**config.mk**
```make
export PLATFORM = sky130hd
export DESIGN_NAME = dcache_port_arbiter_flat
export DESIGN_NICKNAME = d
export VERILOG_FILES = /design/src/rtl/dcache_port_arbiter_pkg.sv /design/src/rtl/dcache_port_arbiter_if.sv /design/src/rtl/dcache_port_arbiter_rr.sv /design/src/rtl/dcache_port_arbiter.sv /design/src/flat_wrapper.sv
export SDC_FILE = /design/constraint.sdc
export NUM_CORES = 1
export LEC_CHECK = 0
export ABC_AREA = 0
export CORE_MARGIN = 8
export CORE_UTILIZATION = 50
export DETAILED_ROUTE_END_ITERATION = 8
export DONT_BUFFER_PORTS = 1
export PLACE_DENSITY = 0.62
export RECOVER_POWER = 100
export SYNTH_ARGS = -nofsm -noshare
export SYNTH_HDL_FRONTEND = slang
export SYNTH_SLANG_ARGS = --single-unit
```
**constraint.sdc**
```tcl
create_clock -name clk -period 2.7 [get_ports clk]
set_input_delay 0.27 -clock clk [delete_from_list [all_inputs] [get_ports clk]]
set_output_delay 0.27 -clock clk [all_outputs]
set_load 0.01 [all_outputs]
```
**src/rtl/dcache_port_arbiter_pkg.sv**
```systemverilog
// Shared helpers for the DCache port arbiter: tag packing and counter sizing.
// Imported by the interface, the round-robin sub-module and the top.
package dcarb_pkg;

  localparam int TAG_MAX_W = 16;

  function automatic int idx_w(input int n_req);
    return (n_req > 1) ? $clog2(n_req) : 1;
  endfunction

  // Width of an outstanding counter that must hold 0..max_out inclusive.
  function automatic int cnt_w(input int max_out);
    return $clog2(max_out + 1);
  endfunction

  function automatic logic [TAG_MAX_W-1:0] pack_tag(input int idx,
                                                    input logic [TAG_MAX_W-1:0] id,
                                                    input int id_w);
    return (TAG_MAX_W'(idx) << id_w) | id;
  endfunction

  function automatic int unpack_idx(input logic [TAG_MAX_W-1:0] tag, input int id_w);
    return int'(tag >> id_w);
  endfunction

  function automatic logic [TAG_MAX_W-1:0] unpack_id(input logic [TAG_MAX_W-1:0] tag,
                                                     input int id_w);
    return tag & ((TAG_MAX_W'(1) << id_w) - TAG_MAX_W'(1));
  endfunction

endpackage

```
**src/rtl/dcache_port_arbiter_if.sv**
```systemverilog
// Bundle of requester-side and cache-side signals around the arbiter.
// DCARB_STATS_EN adds the grant and stall statistics outputs.
interface dcache_port_arbiter_if
  import dcarb_pkg::*;
#(
  parameter int N_REQ  = 2,
  parameter int ID_W   = 4,
  parameter int DATA_W = 32
);
  localparam int TAG_W = idx_w(N_REQ) + ID_W;

  logic [N_REQ-1:0]        req_valid;
  logic [N_REQ-1:0]        req_rw;
  logic [N_REQ*DATA_W-1:0] req_addr;
  logic [N_REQ*DATA_W-1:0] req_data;
  logic [N_REQ*ID_W-1:0]   req_id;
  logic [N_REQ-1:0]        req_stall;

  logic                    mem_r;
  logic                    mem_w;
  logic [TAG_W-1:0]        mem_id;
  logic [DATA_W-1:0]       mem_addr;
  logic [DATA_W-1:0]       mem_wdata;
  logic                    mem_stall;
  logic                    mem_ready;
  logic [TAG_W-1:0]        mem_id_in;
  logic [DATA_W-1:0]       mem_rdata;

  logic [N_REQ-1:0]        rsp_valid;
  logic [ID_W-1:0]         rsp_id;
  logic [DATA_W-1:0]       rsp_data;
  logic                    tag_err;

`ifdef DCARB_STATS_EN
  logic [N_REQ*16-1:0]     grant_cnt;
  logic [15:0]             stall_cyc;

  modport slave (
    input  req_valid, req_rw, req_addr, req_data, req_id,
    input  mem_stall, mem_ready, mem_id_in, mem_rdata,
    output req_stall, mem_r, mem_w, mem_id, mem_addr, mem_wdata,
    output rsp_valid, rsp_id, rsp_data, tag_err, grant_cnt, stall_cyc
  );

  modport master (
    output req_valid, req_rw, req_addr, req_data, req_id,
    output mem_stall, mem_ready, mem_id_in, mem_rdata,
    input  req_stall, mem_r, mem_w, mem_id, mem_addr, mem_wdata,
    input  rsp_valid, rsp_id, rsp_data, tag_err, grant_cnt, stall_cyc
  );
`else
  modport slave (
    input  req_valid, req_rw, req_addr, req_data, req_id,
    input  mem_stall, mem_ready, mem_id_in, mem_rdata,
    output req_stall, mem_r, mem_w, mem_id, mem_addr, mem_wdata,
    output rsp_valid, rsp_id, rsp_data, tag_err
  );

  modport master (
    output req_valid, req_rw, req_addr, req_data, req_id,
    output mem_stall, mem_ready, mem_id_in, mem_rdata,
    input  req_stall, mem_r, mem_w, mem_id, mem_addr, mem_wdata,
    input  rsp_valid, rsp_id, rsp_data, tag_err
  );
`endif

endinterface

```
**src/rtl/dcache_port_arbiter_rr.sv**
```systemverilog
// Combinational N-way round-robin picker: first eligible requester at or
// after the pointer, wrapping; one-hot result, all zero when disabled.
module rr_arbiter
  import dcarb_pkg::*;
#(
  parameter int N_REQ = 2
) (
  input  logic [N_REQ-1:0]          i_elig,
  input  logic                      i_en,
  input  logic [idx_w(N_REQ)-1:0]   i_ptr,
  output logic [N_REQ-1:0]          o_grant
);
  localparam int IDX_W = idx_w(N_REQ);

  logic             w_found;
  logic [IDX_W-1:0] w_slot;

  // N_REQ is a power of two, so the slot index wraps naturally.
  always_comb begin
    o_grant = '0;
    w_found = 1'b0;
    w_slot  = '0;
    for (int k = 0; k < N_REQ; k++) begin
      w_slot = i_ptr + IDX_W'(k);
      if (i_en && !w_found && i_elig[w_slot]) begin
        o_grant[w_slot] = 1'b1;
        w_found         = 1'b1;
      end
    end
  end

endmodule

```
**src/rtl/dcache_port_arbiter.sv**
```systemverilog
// Shares one DCache request/response port among N_REQ load/store queues.
// Optional statistics outputs are built when DCARB_STATS_EN is defined.
module dcache_port_arbiter
  import dcarb_pkg::*;
#(
  parameter int N_REQ   = 2,
  parameter int ID_W    = 4,
  parameter int MAX_OUT = 4,
  parameter int DATA_W  = 32
) (
  input logic                  clk,
  input logic                  rst,
  dcache_port_arbiter_if.slave bus
);
  localparam int IDX_W = idx_w(N_REQ);
  localparam int TAG_W = IDX_W + ID_W;
  localparam int CNT_W = cnt_w(MAX_OUT);
  localparam logic [CNT_W-1:0] CNT_MAX = CNT_W'(MAX_OUT);

  logic [N_REQ-1:0]  w_elig;
  logic [N_REQ-1:0]  w_grant;
  logic              w_anyGrant;
  logic [IDX_W-1:0]  w_grantIdx;
  logic [IDX_W-1:0]  r_rrPtr;
  logic [CNT_W-1:0]  r_outCnt [N_REQ];

  logic              w_selRw;
  logic [DATA_W-1:0] w_selAddr;
  logic [DATA_W-1:0] w_selData;
  logic [ID_W-1:0]   w_selId;

  int                w_rspIdx;
  logic [IDX_W-1:0]  w_rspSlot;
  logic [ID_W-1:0]   w_rspLocalId;
  logic              w_rspOk;
  logic [N_REQ-1:0]  w_rspOneHot;
  logic [N_REQ-1:0]  w_dec;

  always_comb begin
    w_elig = '0;
    for (int i = 0; i < N_REQ; i++) begin
      w_elig[i] = bus.req_valid[i] && (r_outCnt[i] < CNT_MAX);
    end
  end

  rr_arbiter #(.N_REQ(N_REQ)) u_rr (
    .i_elig  (w_elig),
    .i_en    (~bus.mem_stall),
    .i_ptr   (r_rrPtr),
    .o_grant (w_grant)
  );

  always_comb begin
    w_grantIdx = '0;
    for (int i = 0; i < N_REQ; i++) begin
      if (w_grant[i]) w_grantIdx = IDX_W'(i);
    end
  end

  assign w_anyGrant = |w_grant;
  assign w_selRw    = bus.req_rw[w_grantIdx];
  assign w_selAddr  = bus.req_addr[w_grantIdx*DATA_W +: DATA_W];
  assign w_selData  = bus.req_data[w_grantIdx*DATA_W +: DATA_W];
  assign w_selId    = bus.req_id[w_grantIdx*ID_W +: ID_W];

  // Everyone is held off while reset is asserted.
  assign bus.req_stall = rst ? (bus.req_valid & ~w_grant) : '1;

  assign w_rspIdx     = unpack_idx(TAG_MAX_W'(bus.mem_id_in), ID_W);
  assign w_rspSlot    = w_rspIdx[IDX_W-1:0];
  assign w_rspLocalId = ID_W'(unpack_id(TAG_MAX_W'(bus.mem_id_in), ID_W));
  assign w_rspOk      = bus.mem_ready && (w_rspIdx < N_REQ) && (r_outCnt[w_rspSlot] != '0);
  assign w_rspOneHot  = {{(N_REQ-1){1'b0}}, 1'b1} << w_rspSlot;
  assign w_dec        = w_rspOk ? w_rspOneHot : '0;

  always_ff @(posedge clk or negedge rst) begin
    if (!rst) begin
      bus.mem_r     <= 1'b0;
      bus.mem_w     <= 1'b0;
      bus.mem_id    <= '0;
      bus.mem_addr  <= '0;
      bus.mem_wdata <= '0;
      r_rrPtr       <= '0;
    end else if (w_anyGrant) begin
      bus.mem_r     <= ~w_selRw;
      bus.mem_w     <= w_selRw;
      bus.mem_id    <= TAG_W'(pack_tag(int'(w_grantIdx), TAG_MAX_W'(w_selId), ID_W));
      bus.mem_addr  <= w_selAddr;
      bus.mem_wdata <= w_selData;
      r_rrPtr       <= w_grantIdx + IDX_W'(1);
    end else begin
      bus.mem_r     <= 1'b0;
      bus.mem_w     <= 1'b0;
    end
  end

  // Responses with an unknown owner or no outstanding work are dropped and flagged.
  always_ff @(posedge clk or negedge rst) begin
    if (!rst) begin
      bus.rsp_valid <= '0;
      bus.rsp_id    <= '0;
      bus.rsp_data  <= '0;
      bus.tag_err   <= 1'b0;
    end else begin
      bus.rsp_valid <= w_rspOk ? w_rspOneHot : '0;
      if (w_rspOk) begin
        bus.rsp_id   <= w_rspLocalId;
        bus.rsp_data <= bus.mem_rdata;
      end
      if (bus.mem_ready && !w_rspOk) bus.tag_err <= 1'b1;
    end
  end

  always_ff @(posedge clk or negedge rst) begin
    if (!rst) begin
      for (int i = 0; i < N_REQ; i++) r_outCnt[i] <= '0;
    end else begin
      for (int i = 0; i < N_REQ; i++) begin
        if (w_grant[i] && !w_dec[i] && r_outCnt[i] != CNT_MAX) begin
          r_outCnt[i] <= r_outCnt[i] + CNT_W'(1);
        end else if (!w_grant[i] && w_dec[i] && r_outCnt[i] != '0) begin
          r_outCnt[i] <= r_outCnt[i] - CNT_W'(1);
        end
      end
    end
  end

`ifdef DCARB_STATS_EN
  always_ff @(posedge clk or negedge rst) begin
    if (!rst) begin
      bus.grant_cnt <= '0;
      bus.stall_cyc <= '0;
    end else begin
      for (int i = 0; i < N_REQ; i++) begin
        if (w_grant[i]) bus.grant_cnt[i*16 +: 16] <= bus.grant_cnt[i*16 +: 16] + 16'd1;
      end
      if (bus.mem_stall && (|bus.req_valid) && bus.stall_cyc != 16'hFFFF) begin
        bus.stall_cyc <= bus.stall_cyc + 16'd1;
      end
    end
  end
`endif

endmodule

```
**src/flat_wrapper.sv**
```systemverilog
// flat-port wrapper written by rule: the top's interface ports become plain ports
module dcache_port_arbiter_flat import dcarb_pkg::*;
#(
  parameter int N_REQ   = 2,
  parameter int ID_W    = 4,
  parameter int MAX_OUT = 4,
  parameter int DATA_W  = 32
)
  (clk, rst, bus_req_valid, bus_req_rw, bus_req_addr, bus_req_data, bus_req_id, bus_mem_stall, bus_mem_ready, bus_mem_id_in, bus_mem_rdata, bus_req_stall, bus_mem_r, bus_mem_w, bus_mem_id, bus_mem_addr, bus_mem_wdata, bus_rsp_valid, bus_rsp_id, bus_rsp_data, bus_tag_err);
  dcache_port_arbiter_if #(.N_REQ(N_REQ), .ID_W(ID_W), .DATA_W(DATA_W)) bus_i ();
  input logic clk;
  input logic rst;
  input wire logic [$bits(bus_i.req_valid)-1:0] bus_req_valid;
  input wire logic [$bits(bus_i.req_rw)-1:0] bus_req_rw;
  input wire logic [$bits(bus_i.req_addr)-1:0] bus_req_addr;
  input wire logic [$bits(bus_i.req_data)-1:0] bus_req_data;
  input wire logic [$bits(bus_i.req_id)-1:0] bus_req_id;
  input wire logic [$bits(bus_i.mem_stall)-1:0] bus_mem_stall;
  input wire logic [$bits(bus_i.mem_ready)-1:0] bus_mem_ready;
  input wire logic [$bits(bus_i.mem_id_in)-1:0] bus_mem_id_in;
  input wire logic [$bits(bus_i.mem_rdata)-1:0] bus_mem_rdata;
  output wire logic [$bits(bus_i.req_stall)-1:0] bus_req_stall;
  output wire logic [$bits(bus_i.mem_r)-1:0] bus_mem_r;
  output wire logic [$bits(bus_i.mem_w)-1:0] bus_mem_w;
  output wire logic [$bits(bus_i.mem_id)-1:0] bus_mem_id;
  output wire logic [$bits(bus_i.mem_addr)-1:0] bus_mem_addr;
  output wire logic [$bits(bus_i.mem_wdata)-1:0] bus_mem_wdata;
  output wire logic [$bits(bus_i.rsp_valid)-1:0] bus_rsp_valid;
  output wire logic [$bits(bus_i.rsp_id)-1:0] bus_rsp_id;
  output wire logic [$bits(bus_i.rsp_data)-1:0] bus_rsp_data;
  output wire logic [$bits(bus_i.tag_err)-1:0] bus_tag_err;
  assign bus_i.req_valid = bus_req_valid;
  assign bus_i.req_rw = bus_req_rw;
  assign bus_i.req_addr = bus_req_addr;
  assign bus_i.req_data = bus_req_data;
  assign bus_i.req_id = bus_req_id;
  assign bus_i.mem_stall = bus_mem_stall;
  assign bus_i.mem_ready = bus_mem_ready;
  assign bus_i.mem_id_in = bus_mem_id_in;
  assign bus_i.mem_rdata = bus_mem_rdata;
  assign bus_req_stall = bus_i.req_stall;
  assign bus_mem_r = bus_i.mem_r;
  assign bus_mem_w = bus_i.mem_w;
  assign bus_mem_id = bus_i.mem_id;
  assign bus_mem_addr = bus_i.mem_addr;
  assign bus_mem_wdata = bus_i.mem_wdata;
  assign bus_rsp_valid = bus_i.rsp_valid;
  assign bus_rsp_id = bus_i.rsp_id;
  assign bus_rsp_data = bus_i.rsp_data;
  assign bus_tag_err = bus_i.tag_err;
  dcache_port_arbiter #(.N_REQ(N_REQ), .ID_W(ID_W), .MAX_OUT(MAX_OUT), .DATA_W(DATA_W)) u_core (.clk(clk), .rst(rst), .bus(bus_i));
endmodule
```
==> results by group, run 1 <==
Place
  – Placed cell count: 590
  – Placer Congestion: between 0.7 and 0.8
  – Post-Place Worst Slack: approximately 420 ps
  – IO buf count: 0
  – HPWL after DPL: 10900 um

Logic synthesis
  – Synthesized instance count: between 400 and 500
  – FF+latch count, synth: between 100 and 150
  – Post-synth cell types: 34
  – Sequential share of the synthesized area: 58.4%
  – Post-synth EDFFs: 0
  – FFs w/ async S/R, synth: 100%
  – Yosys warns: 0
  – Syn_nets: approximately 670
  – Syn avg cell area: about 10 um2
  – Synth Flop Type: dfrtp_1
  – Post-Synthesis Cell Area: roughly 5000 um2

Die
  – Die Ht: roughly 120 um
  – Row cnt: 36
  – I/O pin total: just under 300
  – Die Width: 116 um
  – Initial core utilization: between 50 and 60%

Status
  – Last stage: clock tree synthesis (4_1_cts)
  – First Error: [ERROR RSZ-0060] Max buffer count reached.
  – Status: stopped before the end

Clock tree
  – Clock Sinks: roughly 120
  – Root buf cell: clkbuf_8
  – Post-CTS Setup Inserts: 0
  – Num CTS Buffers: 17
  – Post_cts resized: 0
  – Post-cts hold buffer count: about 130
  – Clock Path Buffers: 2
  – H-tree Lvls: 4
[metrics by stage]
step | cell area (um2) | hold slack [ps]
after floorplan | 5010 | -25.6
after global placement | 5120 | -21.9
after detailed placement | 5120 | -21.6
[kinds of logic after synthesis]
group / Yosys count / synth area share (%)
AOI/OAI and AO/OA: 134 / 15.4
xor gates and xnor gates: 6 / 1.05
adders and majority gates: 2 / 0.798
buffers and inverters: 51 / 4.27
DFF: 117 / 58.4
muxes: 40 / 8.93
and+or+nand+nor: 132 / 11.1
[cell usage after synthesis (2+ instances only)]
cell type | n | area share [%]
clkbuf_1 | 21 | 1.6
and2_1 | 2 | 0.25
a222oi_1 | 13 | 2.6
mux2_1 | 2 | 0.45
buf_2 | 6 | 0.60
nor2_1 | 60 | 4.5
buf_1 | 3 | 0.22
mux2_2 | 36 | 8.1
a21oi_1 | 111 | 11
inv_1 | 17 | 1.3
fa_1 | 2 | 0.80
a21o_1 | 2 | 0.30
o21ai_0 | 3 | 0.30
buf_4 | 4 | 0.60
nand2_1 | 59 | 4.4
xor2_1 | 4 | 0.70
xnor2_1 | 2 | 0.35
nand2b_1 | 2 | 0.25
mux2i_1 | 2 | 0.40
dfrtp_1 | 117 | 58
==> inputs of run 2 (changes only) <==
--- a/config.mk
+++ b/config.mk
@@ -7,10 +7,10 @@
 export LEC_CHECK = 0
 export ABC_AREA = 0
 export CORE_MARGIN = 8
-export CORE_UTILIZATION = 50
+export CORE_UTILIZATION = 35
 export DETAILED_ROUTE_END_ITERATION = 8
 export DONT_BUFFER_PORTS = 1
-export PLACE_DENSITY = 0.62
+export PLACE_DENSITY_LB_ADDON = 0.15
 export RECOVER_POWER = 100
 export SYNTH_ARGS = -nofsm -noshare
 export SYNTH_HDL_FRONTEND = slang
==> results by group, run 2 <==
Status
  – Status: complete, but fails checks
  – Failing checks: hold timing

Critical path
  – Kind of cell adding the most delay to the critical path: buffers and inverters
  – CP max stage delay: about 690 ps
  – Slowest-stage cell, CP: a21o_2
  – CP Max Fanout: 43
  – Critical path, cell by cell: nand2b_1 > a21o_2 > buf_12 > a222oi_1 > dlygate4sd3_1 > inv_1
  – CP Buf/Inv Count: 3
  – Worst endpoint required time: between 3000 and 4000 ps
  – Reg2Reg Launch Point: u_core.r_outCnt[5]
  – Critical path type: flop to flop
  – Startpoint Class: flop
  – R2R Path End: u_core.bus.mem_addr[31]
  – Critical Path AT: 2820 ps
  – Reg2Reg Depth: 6
  – FF-to-FF setup slack: roughly 230 ps
  – Critical Path Sink Type: flop

Die
  – Initial core utilization: between 30% and 40%
  – Row cnt: between 40 and 50
  – Die Ht: around 140 um
  – Die Width: between 100 and 150 um
  – Full die area: between 15000 and 20000 um2
  – Core Footprint: between 10000 and 15000 um2
  – I/O pin total: 293

Logic synthesis
  – Largest area contributor in the netlist: dfrtp_1
  – Post-synth EDFFs: 0
  – Synth area leaders: dfrtp_1 (58%), a21oi_1 (11%), mux2_2 (8.1%)
  – Top-count cell post-synth: dfrtp_1
  – Yosys warns: 0
  – FFs w/ async S/R, synth: 100%
  – Syn avg cell area: roughly 10 um2
  – Post-Synthesis Cell Area: 5010 um2
  – Post-synth cell types: 34
  – Sequential share of the synthesized area: roughly three fifths
  – Area share of the largest cell type after synthesis: about 58%
  – Synthesized instance count: between 400 and 500
  – Top post-synthesis cells by count: dfrtp_1 (117), a21oi_1 (111), nor2_1 (60)
  – Synth Flop Type: dfrtp_1
  – FF+latch count, synth: around 120
  – Syn_nets: between 600 and 700

Layout
  – Commonest non-fill, non-tap cell in the layout: dfrtp_1
  – Final core occ: 48.8%
  – Nets@finish: 759
  – Biggest regs: u_core.bus.mem_addr (32), u_core.bus.mem_wdata (32), u_core.bus.rsp_data (32)
  – Most frequent cells in the layout: dfrtp_1 (117), a21oi_1 (110), dlygate4sd3_1 (101), nor2_1 (60), nand2_1 (59)
  – Synthesis-to-layout area growth: 35.5%
  – Layout cells sized above 1: 14.1%
  – Post-route insts no fill: between 700 and 800
  – Finished layout cell area: about 6800 um2
  – Antenna cells: 0

Detailed routing
  – Drt pass-1 iters: 6
  – Avg Vias per Cell: 5.25
  – Remaining antenna violation count: 0
  – Initial DRC Count: approximately 270
  – Total number of vias: 4040
  – DRC viols: 0
  – DR WL/cell: around 21 um
  – Total wire length: 16300 um

Global routing
  – Initial antenna violation count: 0
  – Gr ovfl total: 0
  – First-pass GRT wire length: between 20000 and 30000 um
  – Number of global-route vias before repair: 4471
  – Largest net degree at the start of global routing: between 100 and 150
  – GRT Util Overall: between 15 and 20%

Pwr
  – Pwr per Cell Area: approximately 1100 nW/um2
  – Overall Power: 7.48 mW
  – Leakage: between 3 and 4 nW
  – Max VDD drop: approximately 420 uV

Clock tree
  – H-tree Lvls: 4
  – Num CTS Buffers: 17
  – Clock Path Buffers: 2
  – Clock Sinks: 117
  – Post-CTS Setup Inserts: 0
  – Root buf cell: clkbuf_16
  – Post-cts hold buffer count: 101
  – TritonCTS clock tree: done
  – Worst skew pair latency: 410 ps
  – Clk slew on worst S/H paths: about 50 ps

Place
  – Post-Place Worst Slack: approximately 430 ps
  – Placer Congestion: between 0.7 and 0.8
  – HPWL after DPL: between 10000 and 15000 um
  – IO buf count: 0
  – Placed inst area: 5180 um2
  – Placed cell count: about 640

Timing
  – Final worst slack: roughly 230 ps
  – # setup viols final: 0
  – RSZ-0062 raised after global routing: no
  – Final Hold Viols: about 120
  – Worst rel slew slack: roughly 42%
  – Fin crit share: a little over 90%
  – Hold Slack: -446 ps
  – Fin. max-slew vios: 0
  – Final TNS setup: 0 ps
  – Fmax: about 410 MHz
  – Minimum clock period: between 2000 and 2500 ps
  – Clk_skew: 12.3 ps
  – Worst Tran Pin Value: slightly below 900 ps

Min path
  – Worst Hold Class: input pin to asynchronous set/reset pin

Flow run
  – Max-Cap Viols: 0
## run 2: cell counts after synthesis
Identical to the previous run, type by type.
## run 2: repair_timing
item                                   in CTS  in global routing
setup endpoints to repair                   0                  1
gates resized for setup                     0                  1
endpoints found under the hold margin     213                117
## run 2: cells by family (layout without fill, tap and decap cells)
family	count (synthesis)	after routing	share of synthesized area, %
muxes	40	40	8.93
DFF	117	117	58.4
buffers and inverters	51	158	4.27
and+or+nand+nor	132	132	11.1
xor gates and xnor gates	6	6	1.05
AOI/OAI and AO/OA	134	134	15.4
adders and majority gates	2	2	0.798
## run 2: layer usage
metal / global-route usage, % / part of all wire [%] / up-vias
li1: - / - / 1833
met1: 19.2 / 37 / 1956
met2: 27.5 / 47 / 231
met3: 10.3 / 14 / 20
met4: 6.79 / 1.7 / 0
met5: 0 / 0 / -
## run 2: how the worst max path moves through the flow
stage,startpoint,endpoint,slack [ps],cells past startpoint
finish,u_core.r_outCnt[5],u_core.bus.mem_addr[31],230,6
CTS,u_core.r_outCnt[2],u_core.bus.mem_wdata[26],130,7
global placement,u_core.r_outCnt[3],u_core.r_outCnt[5],460,8
global route,u_core.r_outCnt[5],u_core.bus.mem_addr[31],100,6
floorplan,u_core.r_outCnt[5],u_core.r_outCnt[5],370,10
detailed placement,u_core.r_outCnt[3],u_core.r_outCnt[5],430,8
## run 2: area by class of cell
class / count / area (um2)
clock buffer: 20 / 457
sequential: 117 / 2930
multi-input combinational: 314 / 1880
tap: 180 / 225
fill: 1220 / 7140
inverter: 17 / 63.8
clock inverter: 12 / 154
timing repair buffer: 109 / 1080
## run 2: power by group
part           switching, mW  total, mW  internal, mW
Sequential              1.01       3.53          2.51
Clock                  0.789       2.29          1.50
Combinational          0.847       1.66         0.817
Total                   2.65       7.48          4.83
Note: power is estimated with default switching activity, not from simulation.
